`src/rtl/serial_sub_pkg.sv`:
```
// Shared definitions for the bit-serial subtractor.
// Holds the FSM state encoding and the default operand width.
// Build option: SERIAL_SUB_FLAGS_EN (see serial_sub_ctrl) does not affect this package.
package serial_sub_pkg;

  localparam int unsigned W_DEFAULT = 8;

  localparam logic [1:0] ST_IDLE = 2'd0;
  localparam logic [1:0] ST_RUN  = 2'd1;
  localparam logic [1:0] ST_DONE = 2'd2;

  typedef enum logic [1:0] {
    StIdle = ST_IDLE,
    StRun  = ST_RUN,
    StDone = ST_DONE
  } state_t;

endpackage

```
`src/rtl/full_sub.sv`:
```
// 1-bit full subtractor cell: s = a - b - ci, with borrow out co.
// Ports:
//   a  - minuend bit
//   b  - subtrahend bit
//   ci - borrow in
//   co - borrow out
//   s  - difference bit
module full_sub (
  input  logic a,
  input  logic b,
  input  logic ci,
  output logic co,
  output logic s
);

  assign s  = a ^ b ^ ci;
  assign co = (~a & b) | (~a & ci) | (b & ci);

endmodule

```
`src/rtl/serial_sub_ctrl.sv`:
```
// Bit-serial subtractor controller: computes diff = a - b - bin (mod 2**W), LSB first, one
// bit per clock through a single shared full_sub cell.
// Ports:
//   clk, rst      - clock, synchronous active-high reset
//   start         - request, sampled only while ready=1
//   a, b, bin     - operands, captured on an accepted start
//   ready         - high in IDLE and DONE
//   busy          - high while bits are being processed
//   done          - one-cycle pulse, result valid
//   diff, bout    - result and final borrow, held until the next result is ready
//   zero, ovf     - result flags, present only when SERIAL_SUB_FLAGS_EN is defined
// Build option: define SERIAL_SUB_FLAGS_EN to add the zero/ovf outputs.
module serial_sub_ctrl
  import serial_sub_pkg::*;
#(
  parameter int unsigned W     = W_DEFAULT,
  parameter int unsigned CNT_W = 4
) (
  input  logic         clk,
  input  logic         rst,
  input  logic         start,
  input  logic [W-1:0] a,
  input  logic [W-1:0] b,
  input  logic         bin,
  output logic         ready,
  output logic         busy,
  output logic         done,
  output logic [W-1:0] diff,
  output logic         bout
`ifdef SERIAL_SUB_FLAGS_EN
  ,
  output logic         zero,
  output logic         ovf
`endif
);

  if ((2 ** CNT_W) <= W) begin : g_bad_cnt_w
    $error("CNT_W too small for W");
  end

  state_t         state_q;
  logic [W-1:0]   a_sh_q;
  logic [W-1:0]   b_sh_q;
  logic [W-1:0]   res_sh_q;
  logic           brw_q;
  logic [CNT_W-1:0] cnt_q;

  logic           fs_s;
  logic           fs_co;
  logic [W-1:0]   res_next;
  logic           last_bit;

`ifdef SERIAL_SUB_FLAGS_EN
  // Operand sign bits are shifted out of a_sh/b_sh, so keep them for the overflow flag.
  logic           a_msb_q;
  logic           b_msb_q;
`else
  // Flags disabled: no sign-bit capture and no zero/ovf state.
`endif

  full_sub u_full_sub (
    .a  (a_sh_q[0]),
    .b  (b_sh_q[0]),
    .ci (brw_q),
    .co (fs_co),
    .s  (fs_s)
  );

  always_comb begin
    res_next = {fs_s, res_sh_q[W-1:1]};
    last_bit = (cnt_q == CNT_W'(W - 1));
  end

  always_ff @(posedge clk) begin
    if (rst) begin
      state_q  <= StIdle;
      ready    <= 1'b1;
      busy     <= 1'b0;
      done     <= 1'b0;
      diff     <= '0;
      bout     <= 1'b0;
      a_sh_q   <= '0;
      b_sh_q   <= '0;
      res_sh_q <= '0;
      brw_q    <= 1'b0;
      cnt_q    <= '0;
`ifdef SERIAL_SUB_FLAGS_EN
      zero     <= 1'b0;
      ovf      <= 1'b0;
      a_msb_q  <= 1'b0;
      b_msb_q  <= 1'b0;
`endif
    end else begin
      case (state_q)
        StIdle, StDone: begin
          done <= 1'b0;
          if (start) begin
            a_sh_q  <= a;
            b_sh_q  <= b;
            brw_q   <= bin;
            cnt_q   <= '0;
            state_q <= StRun;
            ready   <= 1'b0;
            busy    <= 1'b1;
`ifdef SERIAL_SUB_FLAGS_EN
            a_msb_q <= a[W-1];
            b_msb_q <= b[W-1];
`endif
          end else begin
            state_q <= StIdle;
            ready   <= 1'b1;
          end
        end
        StRun: begin
          res_sh_q <= res_next;
          a_sh_q   <= {1'b0, a_sh_q[W-1:1]};
          b_sh_q   <= {1'b0, b_sh_q[W-1:1]};
          brw_q    <= fs_co;
          cnt_q    <= cnt_q + 1'b1;
          if (last_bit) begin
            // Only the completed result ever reaches diff.
            state_q <= StDone;
            diff    <= res_next;
            bout    <= fs_co;
            done    <= 1'b1;
            ready   <= 1'b1;
            busy    <= 1'b0;
`ifdef SERIAL_SUB_FLAGS_EN
            zero    <= (res_next == '0);
            ovf     <= (a_msb_q != b_msb_q) && (res_next[W-1] != a_msb_q);
`endif
          end
        end
        default: begin
          state_q <= StIdle;
          ready   <= 1'b1;
          busy    <= 1'b0;
          done    <= 1'b0;
        end
      endcase
    end
  end

endmodule
```
`config.mk`:
```
export PLATFORM = sky130hd
export DESIGN_NAME = serial_sub_ctrl
export DESIGN_NICKNAME = d
export VERILOG_FILES = /design/src/rtl/serial_sub_pkg.sv /design/src/rtl/full_sub.sv /design/src/rtl/serial_sub_ctrl.sv
export SDC_FILE = /design/constraint.sdc
export NUM_CORES = 1
export LEC_CHECK = 0
export BUFFER_PORTS_ARGS = -buffer_cell sky130_fd_sc_hd__buf_2
export CORE_MARGIN = 2
export CORE_UTILIZATION = 53
export DETAILED_ROUTE_END_ITERATION = 7
export MAX_ROUTING_LAYER = met4
export PLACE_DENSITY = 0.85
export SETUP_SLACK_MARGIN = 0.5
export SLEW_MARGIN = 20
export SYNTH_ARGS = -nofsm -noshare
export SYNTH_HDL_FRONTEND = slang
export SYNTH_SLANG_ARGS = --single-unit
```
`constraint.sdc`:
```
create_clock -name clk -period 1.33 [get_ports clk]
set_input_delay 0 -clock clk [delete_from_list [all_inputs] [get_ports clk]]
set_output_delay 0 -clock clk [all_outputs]
set_load 0.005 [all_outputs]
```
==> insert_results.sql, run 1 <==
INSERT INTO impl_metrics (metric_group, metric, value, unit) VALUES
('synth', 'post_synth_num_cell_types', '29', ''),
('power_and_ir_drop', 'pwr_density', '965.3', 'nW/um2'),
('critical_path', 'critical_path.reg2reg.startpoint', 'cnt_q[1]', ''),
('global_route', 'gr-total-overflow', '0', ''),
('floorplanning', 'initial_core_utilization', '55.37', '%'),
('final_layout', 'post_route_cells_drive_above_1_share', '52.49', '%'),
('floorplanning', 'design.portCount', '32', ''),
('hold_path', 'hold_path_class', 'in2reg', ''),
('sta', 'timing.clock.skew', '15.32', 'ps'),
('placement', 'gpl.final_weighted_congestion', '0.7917', ''),
('power_and_ir_drop', 'power', '2.634', 'mW'),
('sta', 'worst_hold_slack', '41.65', 'ps'),
('sta', 'period_share', '100.1', '%'),
('synth', 'syn_area', '1677', 'um2'),
('drt', 'antenna_left', '0', ''),
('critical_path', 'required', '1630', 'ps'),
('drt', 'drt-vias-per-instance', '6.305', ''),
('global_route', 'grt_antenna_before_repair', '0', ''),
('critical_path', 'critical_path_arrival', '1630', 'ps'),
('critical_path', 'setup.worst_path.end', 'diff[4]', ''),
('sta', 'timing.final.crit_period', '1331', 'ps'),
('final_layout', 'final_cell_count_no_fill', '305', ''),
('global_route', 'track_usage', '31.62', '%'),
('critical_path', 'worst-setup-path-type', 'reg2reg', ''),
('critical_path', 'timing.critical_path.from', 'cnt_q[1]', ''),
('clocking', 'cts_num_sinks', '42', ''),
('global_route', 'first_global_vias', '1629', ''),
('drt', 'remaining_drc_errors', '0', ''),
('clocking', 'clock_tree.buffer_depth', '2', ''),
('run_status', 'failed_checks', 'negative setup slack', ''),
('critical_path', 'reg2reg_setup_slack', '-1', 'ps'),
('sta', 'max_slew_margin_vs_limit', '70.55', '%'),
('final_layout', 'nNetsFinal', '282', ''),
('drt', 'final_wirelength', '6580', 'um'),
('sta', 'worst_setup_margin', '-1.172', 'ps'),
('floorplanning', 'fp.dieH', '60.25', 'um'),
('final_layout', 'n_fill_cell', '123', ''),
('sta', 'number_of_max_slew_violations_in_the_final_report', '0', ''),
('synth', 'syn_nets', '211', ''),
('placement', 'placed_cells', '257', ''),
('sta', 'final-hold-violation-count', '0', ''),
('run_status', 'outcome', 'complete, but fails checks', ''),
('sta', 'clock.fmax', '0.7512', 'GHz'),
('sta', 'finalSetupViolCount', '1', ''),
('clocking', 'clock_tree_from_tritoncts', 'yes', ''),
('placement', 'detailedPlacementHpwl', '2426', 'um'),
('critical_path', 'worst_r2r_endpoint', 'diff[4]', ''),
('run', 'number_of_maximum_capacitance_violations', '0', ''),
('clocking', 'insertion_delay', '390', 'ps'),
('critical_path', 'start_kind', 'flop', ''),
('drt', 'detailroute.via_count', '1923', ''),
('synth', 'ys_ff_latch', '42', ''),
('critical_path', 'crit_path_end_kind', 'flop', ''),
('drt', 'drt_pre_antenna_iters', '5', ''),
('clocking', 'cts_root_buf', 'sky130_fd_sc_hd__clkbuf_4', ''),
('global_route', 'grt_start_max_net_pins', '23', ''),
('clocking', 'cts.reportedPaths.clkPinSlew', '140', 'ps'),
('floorplanning', 'design.core.area', '3028', 'um2'),
('synth', 'synth_cells', '189', ''),
('power_and_ir_drop', 'vdd_drop_max', '0.7644', 'mV'),
('synth', 'ys.warnings.count', '0', ''),
('sta', 'timing.setup.tns', '-1.172', 'ps'),
('final_layout', 'synthToLayoutAreaGrowth', '62.76', '%'),
('floorplanning', 'rows', '20', ''),
('synth', 'synth_area_per_cell', '8.871', 'um2'),
('floorplanning', 'die_width', '60.25', 'um'),
('drt', 'wl_per_cell', '21.57', 'um'),
('power_and_ir_drop', 'leakage', '1.033', 'nW'),
('drt', 'drtIter0Drc', '212', ''),
('final_layout', 'antenna_cells', '0', ''),
('critical_path', 'crit_path_max_fanout', '5', ''),
('synth', 'yosysSeqAreaShare', '50.15', '%'),
('sta', 'tightestPinTransition', '441.7', 'ps'),
('clocking', 'numCtsBuffers', '5', ''),
('clocking', 'htree_levels', '2', ''),
('global_route', 'global_route_wire_length_before_repair', '7997', 'um'),
('final_layout', 'final_common_cell', 'sky130_fd_sc_hd__buf_2', ''),
('placement', 'placement.io_buffers', '31', ''),
('sta', 'rsz_0062_raised_after_global_routing', 'true', ''),
('critical_path', 'worstRegToRegCells', '5', ''),
('floorplanning', 'die_area', '3629', 'um2'),
('final_layout', 'layout.cells.most_common_list', 'sky130_fd_sc_hd__buf_2, sky130_fd_sc_hd__dfxtp_1, sky130_fd_sc_hd__a21oi_1', '');
## worst max-delay path: stages, from the launching register on
cell,delay [ps]
sky130_fd_sc_hd__dfxtp_4,400
sky130_fd_sc_hd__ha_4,160
sky130_fd_sc_hd__and3b_2,320
sky130_fd_sc_hd__buf_12,140
sky130_fd_sc_hd__nand3_2,60
sky130_fd_sc_hd__a21oi_1,160
## registers in the layout, summed over array words and instances (netlist names)
register	count
a_sh_q	8
state_q	2
busy	1
ready	1
b_sh_q	8
res_sh_q	7
cnt_q	4
diff	8
brw_q	1
done	1
bout	1
## report_power, final
part | internal, mW | switching [mW]
registers | 1.31 | 0.0471
clock network | 0.206 | 0.478
logic | 0.303 | 0.291
total | 1.82 | 0.816
## cells in the mapped netlist (all sizes together)
cell type   n  share of area (%)
a211oi      2                1.2
a21oi      36                 11
a22oi      15                6.7
a311oi      1               0.52
and2b       1               0.45
and3b       1               0.52
buf        13                5.1
clkbuf      5                1.1
dfxtp      42                 50
fa          1                1.2
ha          1               0.75
inv         1               0.22
mux2        2                1.6
nand2      15                3.4
nand2b      3                1.1
nand3      27                8.1
nand3b      1               0.45
nand4       1               0.37
nor2        5                1.1
nor2b       1               0.37
nor3        4                1.2
nor3b       1               0.45
o21a        1               0.45
o21ai       8                2.4
o21bai      1               0.45
## layout make-up
class | instances | area (um2) | area share [%]
Clock buffer | 5 | 37.54 | 1.376
Clock inverter | 3 | 21.27 | 0.7795
Inverter | 1 | 3.754 | 0.1376
Multi-Input combinational cell | 129 | 982.2 | 35.99
Sequential cell | 42 | 867.1 | 31.77
Tap cell | 44 | 55.05 | 2.017
Timing Repair Buffer | 81 | 762.0 | 27.92
## logic make-up after synthesis
| kind of cell | synth area share (%) |
|---|---|
| AOI/OAI and AO/OA | 22.46 |
| and+or+nand+nor | 17.46 |
| DFF | 50.15 |
| buffers and inverters | 6.418 |
| muxes | 1.567 |
| adders and majority gates | 1.940 |
## stage by stage
stage / util, % / setup WS [ps] / cell area, um2
after floorplan: - / 210.6 / 1818
after global placement: 66.24 / 97.98 / 2006
after detailed placement: 66.24 / 35.95 / 2006
after CTS: 81.65 / 121.5 / 2472
after global routing: 90.12 / -16.09 / 2729
final: 90.12 / -1.172 / 2729
## worst min path at each step
stage | startpoint | end | slack (ps) | cells past startpoint
2_1_floorplan | a[7] | a_sh_q[7] | 140 | 2
3_3_place_gp | a[7] | a_sh_q[7] | 240 | 3
4_1_cts | rst | bout | 30 | 2
6_report | rst | diff[6] | 40 | 2
3_5_place_dp | a[7] | a_sh_q[7] | 250 | 3
5_1_grt | rst | res_sh_q[6] | 70 | 2
## routing by layer
metal | track usage, % | vias to the layer above | share of wire [%]
met5 | - | - | 0
met4 | 10.79 | 0 | 4.7
met3 | 8.442 | 36 | 8.4
met2 | 48.91 | 134 | 49
met1 | 39.92 | 931 | 38
li1 | - | 822 | -
## what timing repair did
action,4_1_cts,5_1_grt
buffers inserted,7,10
pin swaps,12,11
gates cloned,3,3
hold endpoints to repair,17,0
hold buffers,17,0
gates resized for setup,35,31
endpoints found under the setup margin,50,54
No activity file was read; power rests on OpenSTA's default activity.
==> run 2: changes to the inputs <==
- MAX_ROUTING_LAYER: met4 -> default
==> run 2 against run 1 <==
The run now ends clean. Critical path type unchanged. Maximum frequency up 0.15%. Critical endpoint is now ready. Sequential share of layout area up 0.81 points. Die area unchanged. Combinational power down 8.2%. Power down 2.8%. Flip-flop and latch count unchanged. Largest power group unchanged. Hold slack better by 4.6 ps. Worst setup slack better by 2.0 ps. Register-to-register slack about the same.
==> insert_results.sql, run 2 (synthesized netlist as in run 1, its figures left out) <==
INSERT INTO impl_metrics (metric_group, metric, value, unit) VALUES
('power_and_ir_drop', 'leakage', '0.9976', 'nW'),
('power_and_ir_drop', 'power.sequential.fraction', '52.9', '%'),
('floorplanning', 'initial_core_utilization', '55.37', '%'),
('critical_path', 'crit_path_end_kind', 'flop', ''),
('clocking', 'cts.reportedPaths.clkPinSlew', '140', 'ps'),
('drt', 'antenna_left', '0', ''),
('clocking', 'cts_root_buf', 'sky130_fd_sc_hd__clkbuf_4', ''),
('sta', 'worst_hold_slack', '46.20', 'ps'),
('global_route', 'gr-total-overflow', '0', ''),
('clocking', 'numCtsBuffers', '5', ''),
('critical_path', 'start_kind', 'flop', ''),
('final_layout', 'largest_registers', 'a_sh_q x8, b_sh_q x8, diff x8', ''),
('final_layout', 'final_common_cell', 'sky130_fd_sc_hd__buf_2', ''),
('critical_path', 'worst_r2r_endpoint', 'ready', ''),
('floorplanning', 'fp.dieH', '60.25', 'um'),
('critical_path', 'critical_path_arrival', '1600', 'ps'),
('critical_path', 'timing.critical_path.from', 'cnt_q[1]', ''),
('power_and_ir_drop', 'netSwitchingPower', '0.7737', 'mW'),
('critical_path', 'max_stage_delay', '390', 'ps'),
('critical_path', 'critical-path-slowest-cell', 'sky130_fd_sc_hd__dfxtp_4', ''),
('final_layout', 'final_cell_count_no_fill', '302', ''),
('floorplanning', 'die_width', '60.25', 'um'),
('final_layout', 'nNetsFinal', '279', ''),
('floorplanning', 'design.core.area', '3028', 'um2'),
('clocking', 'clock_tree.buffer_depth', '2', ''),
('power_and_ir_drop', 'cell_internal_pwr', '1.787', 'mW'),
('global_route', 'track_usage', '30.68', '%'),
('run_status', 'outcome', 'complete, no violations', ''),
('critical_path', 'required', '1610', 'ps'),
('placement', 'gpl.final_weighted_congestion', '0.7809', ''),
('placement', 'placement.io_buffers', '31', ''),
('power_and_ir_drop', 'vdd_drop_max', '0.8120', 'mV'),
('critical_path', 'path_cells', 'ha_4 -> and3b_2 -> buf_12 -> nor3_4 -> o21bai_1', ''),
('floorplanning', 'die_area', '3629', 'um2'),
('critical_path', 'reg2reg_setup_slack', '0.8', 'ps'),
('power_and_ir_drop', 'power.switching_fraction', '30.21', '%'),
('power_and_ir_drop', 'clock_power_share', '25.9', '%'),
('drt', 'drtIter0Drc', '127', ''),
('sta', 'timing.final.crit_period', '1329', 'ps'),
('sta', 'rsz_0062_raised_after_global_routing', 'true', ''),
('final_layout', 'n_fill_cell', '131', ''),
('critical_path', 'critical_path.reg2reg.startpoint', 'cnt_q[1]', ''),
('clocking', 'htree_levels', '2', ''),
('floorplanning', 'design.portCount', '32', ''),
('critical_path', 'crit_cells', '5', ''),
('global_route', 'grt_antenna_before_repair', '0', ''),
('drt', 'drt_pre_antenna_iters', '4', ''),
('drt', 'drt-vias-per-instance', '6.023', ''),
('clocking', 'clock_tree_from_tritoncts', 'yes', ''),
('global_route', 'first_global_vias', '1629', ''),
('drt', 'detailroute.via_count', '1819', ''),
('power_and_ir_drop', 'power', '2.561', 'mW'),
('hold_path', 'hold_path_class', 'in2reg', ''),
('floorplanning', 'rows', '20', ''),
('sta', 'timing.clock.skew', '22.27', 'ps'),
('global_route', 'global_route_wire_length_before_repair', '7976', 'um'),
('critical_path', 'worst-setup-path-type', 'reg2reg', ''),
('drt', 'wl_per_cell', '19.55', 'um'),
('final_layout', 'antenna_cells', '0', ''),
('critical_path', 'cp_top_family', 'simple AND/OR/NAND/NOR gates', ''),
('critical_path', 'cp_num_buf_inv', '1', ''),
('final_layout', 'synthToLayoutAreaGrowth', '58.73', '%'),
('sta', 'clock.fmax', '0.7523', 'GHz'),
('critical_path', 'worstRegToRegCells', '5', ''),
('sta', 'tightestPinTransition', '422.6', 'ps'),
('clocking', 'cts_num_sinks', '42', ''),
('sta', 'number_of_max_slew_violations_in_the_final_report', '0', ''),
('sta', 'max_slew_margin_vs_limit', '71.83', '%'),
('clocking', 'insertion_delay', '380', 'ps'),
('final_layout', 'post_route_cells_drive_above_1_share', '52.33', '%'),
('sta', 'period_share', '99.94', '%'),
('placement', 'placed_cells', '257', ''),
('power_and_ir_drop', 'comb_power_share', '21.3', '%'),
('run', 'number_of_maximum_capacitance_violations', '0', ''),
('power_and_ir_drop', 'pwr_density', '962.3', 'nW/um2'),
('final_layout', 'layout.cells.most_common_list', 'sky130_fd_sc_hd__buf_2, sky130_fd_sc_hd__dfxtp_1, sky130_fd_sc_hd__a21oi_1', ''),
('drt', 'remaining_drc_errors', '0', ''),
('sta', 'finalSetupViolCount', '0', ''),
('placement', 'detailedPlacementHpwl', '2426', 'um'),
('sta', 'final-hold-violation-count', '0', ''),
('global_route', 'grt_start_max_net_pins', '23', ''),
('drt', 'final_wirelength', '5904', 'um'),
('critical_path', 'setup.worst_path.end', 'ready', ''),
('critical_path', 'crit_path_max_fanout', '7', '');
-- run 2: repair_timing --
item	in CTS	in global routing
hold endpoints to repair	17	0
resized for setup	35	29
cloned	3	1
setup buffers	7	9
setup endpoints to repair	50	54
pin swaps	12	14
hold buffers	17	0
-- run 2: per-layer routing --
layer	GRT usage, %	share of wire, %	up-vias
met5	0	0	-
met4	11.11	3.9	0
met3	8.442	6.9	31
met2	48.45	51	100
met1	40.05	38	868
li1	-	-	820
-- run 2: through the flow --
stage                     instance area, um2  TNS (ps)  setup WS, ps  util (%)
after floorplan                         1818         0         210.6         -
after global placement                  2006         0         97.98     66.24
after detailed placement                2006         0         35.95     66.24
after CTS                               2472         0         121.5     81.65
after global routing                    2661    -96.71        -55.08     87.89
final                                   2661         0        0.7803     87.89
-- run 2: power by group through the flow --
stage / Clock (mW) / Combinational [mW] / Sequential, mW
2_1_floorplan: 0 / 0.231 / 1.37
3_3_place_gp: 0 / 0.302 / 1.37
3_5_place_dp: 0 / 0.310 / 1.38
4_1_cts: 0.655 / 0.437 / 1.35
5_1_grt: 0.707 / 0.569 / 1.36
6_report: 0.662 / 0.545 / 1.35
-- run 2: cell type report --
class | instances | area [um2] | area share, %
clock buffers | 5 | 37.54 | 1.410
clock inverters | 3 | 21.27 | 0.7992
inverters | 1 | 3.754 | 0.1410
multi-input cells | 129 | 979.7 | 36.81
flip-flops and latches | 42 | 867.1 | 32.58
well taps | 44 | 55.05 | 2.069
repair buffers | 78 | 696.9 | 26.19
-- run 2: worst min path at each step --
stage / startpoint / end / slack [ps] / cells after the start
after floorplan: a[7] / a_sh_q[7] / 140 / 2
final: rst / bout / 50 / 2
after global placement: a[7] / a_sh_q[7] / 240 / 3
after CTS: rst / bout / 30 / 2
after global routing: rst / bout / 50 / 2
after detailed placement: a[7] / a_sh_q[7] / 250 / 3
